[config.mk]
export PLATFORM = sky130hd
export DESIGN_NAME = mult_div_ctrl_flat
export DESIGN_NICKNAME = d
export VERILOG_FILES = /design/src/rtl/mult_div_pkg.sv /design/src/rtl/mult_div_ctrl_if.sv /design/src/rtl/abs_neg32.sv /design/src/rtl/mult_div_ctrl.sv /design/src/flat_wrapper.sv
export SDC_FILE = /design/constraint.sdc
export NUM_CORES = 1
export LEC_CHECK = 0
export BUFFER_PORTS_ARGS = -buffer_cell sky130_fd_sc_hd__buf_2
export CAP_MARGIN = 20
export CORE_MARGIN = 2
export CORE_UTILIZATION = 40
export CTS_CLUSTER_DIAMETER = 30
export DETAILED_ROUTE_END_ITERATION = 16
export PLACE_DENSITY = 0.57
export SYNTH_ARGS = -nofsm -noshare
export SYNTH_HDL_FRONTEND = slang
export SYNTH_SLANG_ARGS = --single-unit
[constraint.sdc]
create_clock -name clk -period 5.06 [get_ports clk]
set_input_delay 0.506 -clock clk [delete_from_list [all_inputs] [get_ports clk]]
set_output_delay 0.506 -clock clk [all_outputs]
set_load 0.02 [all_outputs]
[src/rtl/mult_div_pkg.sv]
// Shared types and constants for the sequential multiply/divide unit.
package mult_div_pkg;

    // Controller states: iterate in MULT or DIV, then correct signs and commit in FIX.
    typedef enum logic [2:0] {
        StIdle,
        StMult,
        StDiv,
        StFix,
        StDone
    } md_state_t;

    // Number of Booth / restoring iterations (one per operand bit).
    localparam int unsigned MD_ITER = 32;

    // Exception code raised for divide-by-zero; also used by the exception address mux.
    localparam logic [31:0] EXC_DIV_ZERO = 32'd255;

endpackage

[src/rtl/mult_div_ctrl_if.sv]
// Handshake and operand/result bundle between the main control unit and the mult/div unit.
interface mult_div_ctrl_if #(
    parameter int unsigned WIDTH = 32
);
    logic             start_mult;
    logic             start_div;
    logic [WIDTH-1:0] a;
    logic [WIDTH-1:0] b;
    logic             busy;
    logic             done;
    logic             div_zero;
    logic [WIDTH-1:0] hi;
    logic [WIDTH-1:0] lo;

    // Requester side (main control unit).
    modport master (
        output start_mult, start_div, a, b,
        input  busy, done, div_zero, hi, lo
    );

    // Arithmetic unit side.
    modport slave (
        input  start_mult, start_div, a, b,
        output busy, done, div_zero, hi, lo
    );
endinterface

[src/rtl/abs_neg32.sv]
// Combinational 32-bit absolute value / conditional two's-complement negate.
// abs_mode = 1: res = |val| (negate when val is negative); otherwise negate when neg = 1.
module abs_neg32 (
    input  logic [31:0] val,
    input  logic        abs_mode,
    input  logic        neg,
    output logic [31:0] res
);
    logic do_neg;

    // Select the negate condition, then negate or pass through.
    always_comb begin
        do_neg = abs_mode ? val[31] : neg;
        res    = do_neg ? (~val + 32'd1) : val;
    end
endmodule

[src/rtl/mult_div_ctrl.sv]
// Sequential signed multiply (Booth radix-2) / divide (restoring) unit with its controller.
// Results land in hi/lo on the FIX->DONE edge and are held until the next committed operation.
module mult_div_ctrl
    import mult_div_pkg::*;
#(
    parameter int unsigned WIDTH = 32
) (
    input  logic                 clk,
    input  logic                 reset,
    mult_div_ctrl_if.slave       bus
);
    localparam logic [5:0] LastIter = 6'(MD_ITER - 1);

    md_state_t state_q, state_d;

    logic [5:0]       cnt_q;
    // Booth: {acc_hi, acc_lo, qm1} with one guard bit in acc_hi so a most-negative
    // multiplicand cannot overflow the add/subtract. Divide: acc_hi = remainder, acc_lo = quotient.
    logic [WIDTH:0]   acc_hi_q;
    logic [WIDTH-1:0] acc_lo_q;
    logic             qm1_q;
    logic [WIDTH-1:0] m_q;
    logic             is_div_q;
    logic             sign_a_q;
    logic             sign_b_q;
    logic             div_zero_q;
    logic [WIDTH-1:0] hi_q;
    logic [WIDTH-1:0] lo_q;

    logic             last_iter;
    logic             b_zero;
    logic [WIDTH:0]   booth_sum;
    logic [WIDTH:0]   div_shift;
    logic [WIDTH:0]   div_trial;
    logic [WIDTH-1:0] abs_a;
    logic [WIDTH-1:0] abs_b;
    logic [WIDTH-1:0] quot_fix;
    logic [WIDTH-1:0] rem_fix;

    assign last_iter = (cnt_q == LastIter);
    assign b_zero    = (bus.b == '0);

    abs_neg32 u_abs_a (
        .val      (bus.a),
        .abs_mode (1'b1),
        .neg      (1'b0),
        .res      (abs_a)
    );

    abs_neg32 u_abs_b (
        .val      (bus.b),
        .abs_mode (1'b1),
        .neg      (1'b0),
        .res      (abs_b)
    );

    // Quotient is negative when operand signs differ.
    abs_neg32 u_fix_quot (
        .val      (acc_lo_q),
        .abs_mode (1'b0),
        .neg      (sign_a_q ^ sign_b_q),
        .res      (quot_fix)
    );

    // Remainder follows the sign of the dividend.
    abs_neg32 u_fix_rem (
        .val      (acc_hi_q[WIDTH-1:0]),
        .abs_mode (1'b0),
        .neg      (sign_a_q),
        .res      (rem_fix)
    );

    // Booth add/subtract of the sign-extended multiplicand, and restoring-divide trial subtract.
    always_comb begin
        booth_sum = acc_hi_q;
        unique case ({acc_lo_q[0], qm1_q})
            2'b01:   booth_sum = acc_hi_q + {m_q[WIDTH-1], m_q};
            2'b10:   booth_sum = acc_hi_q - {m_q[WIDTH-1], m_q};
            default: booth_sum = acc_hi_q;
        endcase
        div_shift = {acc_hi_q[WIDTH-1:0], acc_lo_q[WIDTH-1]};
        div_trial = div_shift - {1'b0, m_q};
    end

    // State register.
    always_ff @(posedge clk or negedge reset) begin
        if (!reset) begin
            state_q <= StIdle;
        end else begin
            state_q <= state_d;
        end
    end

    // Next-state logic; starts are only honoured in IDLE and multiply has priority.
    always_comb begin
        state_d = state_q;
        unique case (state_q)
            StIdle: begin
                if (bus.start_mult) begin
                    state_d = StMult;
                end else if (bus.start_div && !b_zero) begin
                    state_d = StDiv;
                end
            end
            StMult:  if (last_iter) state_d = StFix;
            StDiv:   if (last_iter) state_d = StFix;
            StFix:   state_d = StDone;
            StDone:  state_d = StIdle;
            default: state_d = StIdle;
        endcase
    end

    // Datapath: operand load, per-cycle iteration, and result commit in FIX.
    always_ff @(posedge clk or negedge reset) begin
        if (!reset) begin
            cnt_q      <= '0;
            acc_hi_q   <= '0;
            acc_lo_q   <= '0;
            qm1_q      <= 1'b0;
            m_q        <= '0;
            is_div_q   <= 1'b0;
            sign_a_q   <= 1'b0;
            sign_b_q   <= 1'b0;
            div_zero_q <= 1'b0;
            hi_q       <= '0;
            lo_q       <= '0;
        end else begin
            div_zero_q <= 1'b0;
            unique case (state_q)
                StIdle: begin
                    if (bus.start_mult) begin
                        acc_hi_q <= '0;
                        acc_lo_q <= bus.a;
                        qm1_q    <= 1'b0;
                        m_q      <= bus.b;
                        is_div_q <= 1'b0;
                        cnt_q    <= '0;
                    end else if (bus.start_div) begin
                        if (b_zero) begin
                            div_zero_q <= 1'b1;
                        end else begin
                            acc_hi_q <= '0;
                            acc_lo_q <= abs_a;
                            qm1_q    <= 1'b0;
                            m_q      <= abs_b;
                            sign_a_q <= bus.a[WIDTH-1];
                            sign_b_q <= bus.b[WIDTH-1];
                            is_div_q <= 1'b1;
                            cnt_q    <= '0;
                        end
                    end
                end
                StMult: begin
                    // Arithmetic shift right of {sum, Q, q-1}.
                    acc_hi_q <= {booth_sum[WIDTH], booth_sum[WIDTH:1]};
                    acc_lo_q <= {booth_sum[0], acc_lo_q[WIDTH-1:1]};
                    qm1_q    <= acc_lo_q[0];
                    cnt_q    <= last_iter ? '0 : cnt_q + 6'd1;
                end
                StDiv: begin
                    // Keep the trial difference unless it went negative (restore).
                    acc_hi_q <= div_trial[WIDTH] ? div_shift : div_trial;
                    acc_lo_q <= {acc_lo_q[WIDTH-2:0], ~div_trial[WIDTH]};
                    cnt_q    <= last_iter ? '0 : cnt_q + 6'd1;
                end
                StFix: begin
                    if (is_div_q) begin
                        hi_q <= rem_fix;
                        lo_q <= quot_fix;
                    end else begin
                        hi_q <= acc_hi_q[WIDTH-1:0];
                        lo_q <= acc_lo_q;
                    end
                end
                default: ;
            endcase
        end
    end

    // Outputs decode registered state only; no path from starts or operands.
    assign bus.busy     = (state_q == StMult) || (state_q == StDiv) || (state_q == StFix);
    assign bus.done     = (state_q == StDone);
    assign bus.div_zero = div_zero_q;
    assign bus.hi       = hi_q;
    assign bus.lo       = lo_q;

endmodule
[src/flat_wrapper.sv]
// flat-port wrapper written by rule: the top's interface ports become plain ports
module mult_div_ctrl_flat import mult_div_pkg::*;
#(
    parameter int unsigned WIDTH = 32
)
  (clk, reset, bus_start_mult, bus_start_div, bus_a, bus_b, bus_busy, bus_done, bus_div_zero, bus_hi, bus_lo);
  mult_div_ctrl_if #(.WIDTH(WIDTH)) bus_i ();
  input  logic clk;
  input  logic reset;
  input wire logic [$bits(bus_i.start_mult)-1:0] bus_start_mult;
  input wire logic [$bits(bus_i.start_div)-1:0] bus_start_div;
  input wire logic [$bits(bus_i.a)-1:0] bus_a;
  input wire logic [$bits(bus_i.b)-1:0] bus_b;
  output wire logic [$bits(bus_i.busy)-1:0] bus_busy;
  output wire logic [$bits(bus_i.done)-1:0] bus_done;
  output wire logic [$bits(bus_i.div_zero)-1:0] bus_div_zero;
  output wire logic [$bits(bus_i.hi)-1:0] bus_hi;
  output wire logic [$bits(bus_i.lo)-1:0] bus_lo;
  assign bus_i.start_mult = bus_start_mult;
  assign bus_i.start_div = bus_start_div;
  assign bus_i.a = bus_a;
  assign bus_i.b = bus_b;
  assign bus_busy = bus_i.busy;
  assign bus_done = bus_i.done;
  assign bus_div_zero = bus_i.div_zero;
  assign bus_hi = bus_i.hi;
  assign bus_lo = bus_i.lo;
  mult_div_ctrl #(.WIDTH(WIDTH)) u_core (.clk(clk), .reset(reset), .bus(bus_i));
endmodule
==> flow_metrics.env <==
export IMPL_outcome="complete, no violations"
export IMPL_grt_use_total=0.227
export IMPL_tns_ns=0
export IMPL_rsz0062_at_grt="false"
export IMPL_syn_instance_count=1769
export IMPL_grt_max_degree=130
export IMPL_synthTopCellsByArea="dfrtp_1, o21ai_0, xnor2_1"
export IMPL_syn2layout_area_growth_pct=11.8
export IMPL_drive_gt1_frac=0.113
export IMPL_numCtsBuffers=17
export IMPL_fin_skew_ns=0.0172
export IMPL_avgSynthCellArea_um2=7.98
export IMPL_crit_type="reg -> reg"
export IMPL_arrival_ns=5.03
export IMPL_grt_pass1_wl_um=66100
export IMPL_wl_per_cell_um=17.9
export IMPL_cp_max_fo=20
export IMPL_clkPwrFrac=0.102
export IMPL_dpl_hpwl_um=31600
export IMPL_clock_latency_ns=0.46
export IMPL_synth_most_common_cell="nand2_1"
export IMPL_final_nets=1990
export IMPL_start_util=0.408
export IMPL_startpoint="u_core.acc_lo_q[31]"
export IMPL_fp_dieArea_um2=36800
export IMPL_antenna_found_initial=2
export IMPL_drc=0
export IMPL_crit_reg2reg_launch="u_core.acc_lo_q[31]"
export IMPL_gp_congestion=0.915
export IMPL_clock_sinks=175
export IMPL_setup_slack_ns=0.372
export IMPL_cts_tree="done"
export IMPL_synth_edff_count=0
export IMPL_yosysTopAreaCell="dfrtp_1"
export IMPL_swShare=0.521
export IMPL_max_slew_worst_pin_slew_ns=1.05
export IMPL_place_area_um2=15200
export IMPL_cts_buffer_depth=2
export IMPL_cts_max_level=4
export IMPL_cts_resized=0
export IMPL_ys_flop_type="dfrtp_1"
export IMPL_cts_setup_buffers=0
export IMPL_first_global_vias=12400
export IMPL_netlist_area_um2=14100
export IMPL_relSlewSlack=0.297
export IMPL_required_ns=5.40
export IMPL_dr_pass1_iters=6
export IMPL_netlist_area_leader_share=0.310
export IMPL_vdd_ir_drop_max_mv=0.403
export IMPL_rows=68
export IMPL_crit_chain="inv_1 -> ha_1 -> inv_1 -> fa_1 -> a211oi_1 -> o21ai_0 -> o21ai_0 -> a21oi_1 -> a32o_1 -> o21ai_0 -> nor2b_1 -> o21a_1 -> o21ai_0 -> nand2b_1 -> ha_1 -> buf_4 -> mux2i_1 -> nor2_1 -> a221o_1"
export IMPL_p_seq_frac=0.216
export IMPL_p_leak_nw=6.96
export IMPL_yosys_warnings=0
export IMPL_clk_pin_slew_worst_paths_ns=0.07
export IMPL_switchingPower_mw=6.71
export IMPL_power_density_nw_per_um2=816
export IMPL_portBuffers=134
export IMPL_fmax_mhz=213
export IMPL_cts_hold_fix_buffers=0
export IMPL_timing_final_crit_share=0.926
export IMPL_die_x_um=192
export IMPL_end_kind="register"
export IMPL_ant_nets=0
export IMPL_placed_cells=2283
export IMPL_max_cap_viol_count=0
export IMPL_ys_top_cells_by_count="nand2_1, o21ai_0, dfrtp_1, nor2_1, a21oi_1"
export IMPL_grt_overflow_total=0
export IMPL_fin_crit_ns=4.69
export IMPL_drv_slew=0
export IMPL_core_area_um2=34600
export IMPL_hold_viol_final=0
export IMPL_path_buf_inv=3
export IMPL_avgViaCountPerCell=5.66
export IMPL_slowest_delay_ns=0.46
export IMPL_setup_violations=0
export IMPL_chipHeight_um=192
export IMPL_whs_ns=0.127
export IMPL_io_pins=135
export IMPL_critical_path_top_delay_family="compound AO/OA/AOI/OAI gates"
export IMPL_hold_path_class="in -> async"
export IMPL_drtIter0Drc=891
export IMPL_vias=13100
export IMPL_synth_seq_area_share=0.310
export IMPL_async_flop_share=1.00
export IMPL_crit_top_cell="o21ai_0"
export IMPL_fin_area_um2=15800
export IMPL_p_comb_frac=0.682
export IMPL_intPower_mw=6.17
export IMPL_design_power_total_mw=12.9
export IMPL_finish_utilization=0.456
export IMPL_pre_cts_ws_ns=0.358
export IMPL_synth_distinct_cells=66
export IMPL_critPathLaunchType="register"
export IMPL_wirelength_um=41300
export IMPL_stdcell_count=2315
export IMPL_cp_slowest_cell="dfrtp_1"
export IMPL_syn_num_nets=1911
export IMPL_ys_ff_latch=175
export IMPL_ctsRootBufferMaster="clkbuf_16"
flip-flops by register name (all words and copies together), names as in the netlist, 3 cells and up:
| name | cells |
|---|---|
| u_core.acc_hi_q | 33 |
| u_core.acc_lo_q | 32 |
| u_core.bus.hi | 32 |
| u_core.bus.lo | 32 |
| u_core.cnt_q | 6 |
| u_core.m_q | 32 |
| u_core.state_q | 3 |
cells in the final DEF, fill, tap and decap left out, drive strengths merged, types with 20 or more instances in the layout:
master,instances
nand2b,23
o31ai,23
dfrtp,175
a221oi,33
nor3,35
nand2,219
nor4,29
nor2,142
clkbuf,20
a21o,32
nand3,21
a21oi,122
buf,161
o21ai,221
xor2,92
xnor2,106
inv,58
ha,72
worst paths after layout:
check                                 endpoint  slack (ns)  cells past startpoint
max                         u_core.acc_hi_q[4]        0.37                     19
min                          u_core.bus.lo[27]        0.13                      1
max reg2reg                 u_core.acc_hi_q[4]        0.37                     19
min reg2reg                  u_core.bus.lo[13]        0.47                      2
max in group asynchronous    u_core.state_q[2]        3.72                      2
min in group clk           u_core.bus.div_zero        0.28                      3
layout make-up:
class,count,area [um^2]
diodes,1,2.50
clock inverters,10,104
flip-flops and latches,175,4380
well taps,455,569
repair buffers,161,912
fillers,3570,18800
clock buffers,20,447
multi-input cells,1439,9170
inverters,54,203
metal layers:
layer | wire, um | track usage | vias up
li1 | - | - | 6556
met1 | 19700 | 0.318 | 6153
met2 | 18400 | 0.362 | 346
met3 | 2430 | 0.0378 | 49
met4 | 794 | 0.0627 | 0
met5 | 0 | 0 | -
power groups by stage:
stage | sequential [mW] | clock, mW | combinational (mW)
floorplan | 2.78 | 0 | 6.42
global placement | 2.78 | 0 | 8.61
detailed placement | 2.81 | 0 | 8.68
CTS | 2.78 | 1.34 | 8.73
global route | 2.89 | 1.39 | 9.79
finish | 2.79 | 1.31 | 8.78
logic make-up (layout without fill, tap and decap cells):
kind of cell	count (synthesis)	count (layout)	synth area share
DFF	175	175	0.310
AOI/OAI and AO/OA	574	574	0.254
muxes	21	21	0.0152
and+or+nand+nor	572	572	0.189
xor gates and xnor gates	198	198	0.123
other	0	1	0
adders and majority gates	74	74	0.0667
buffers and inverters	155	245	0.0418
Power figures use the tool's default switching activity.
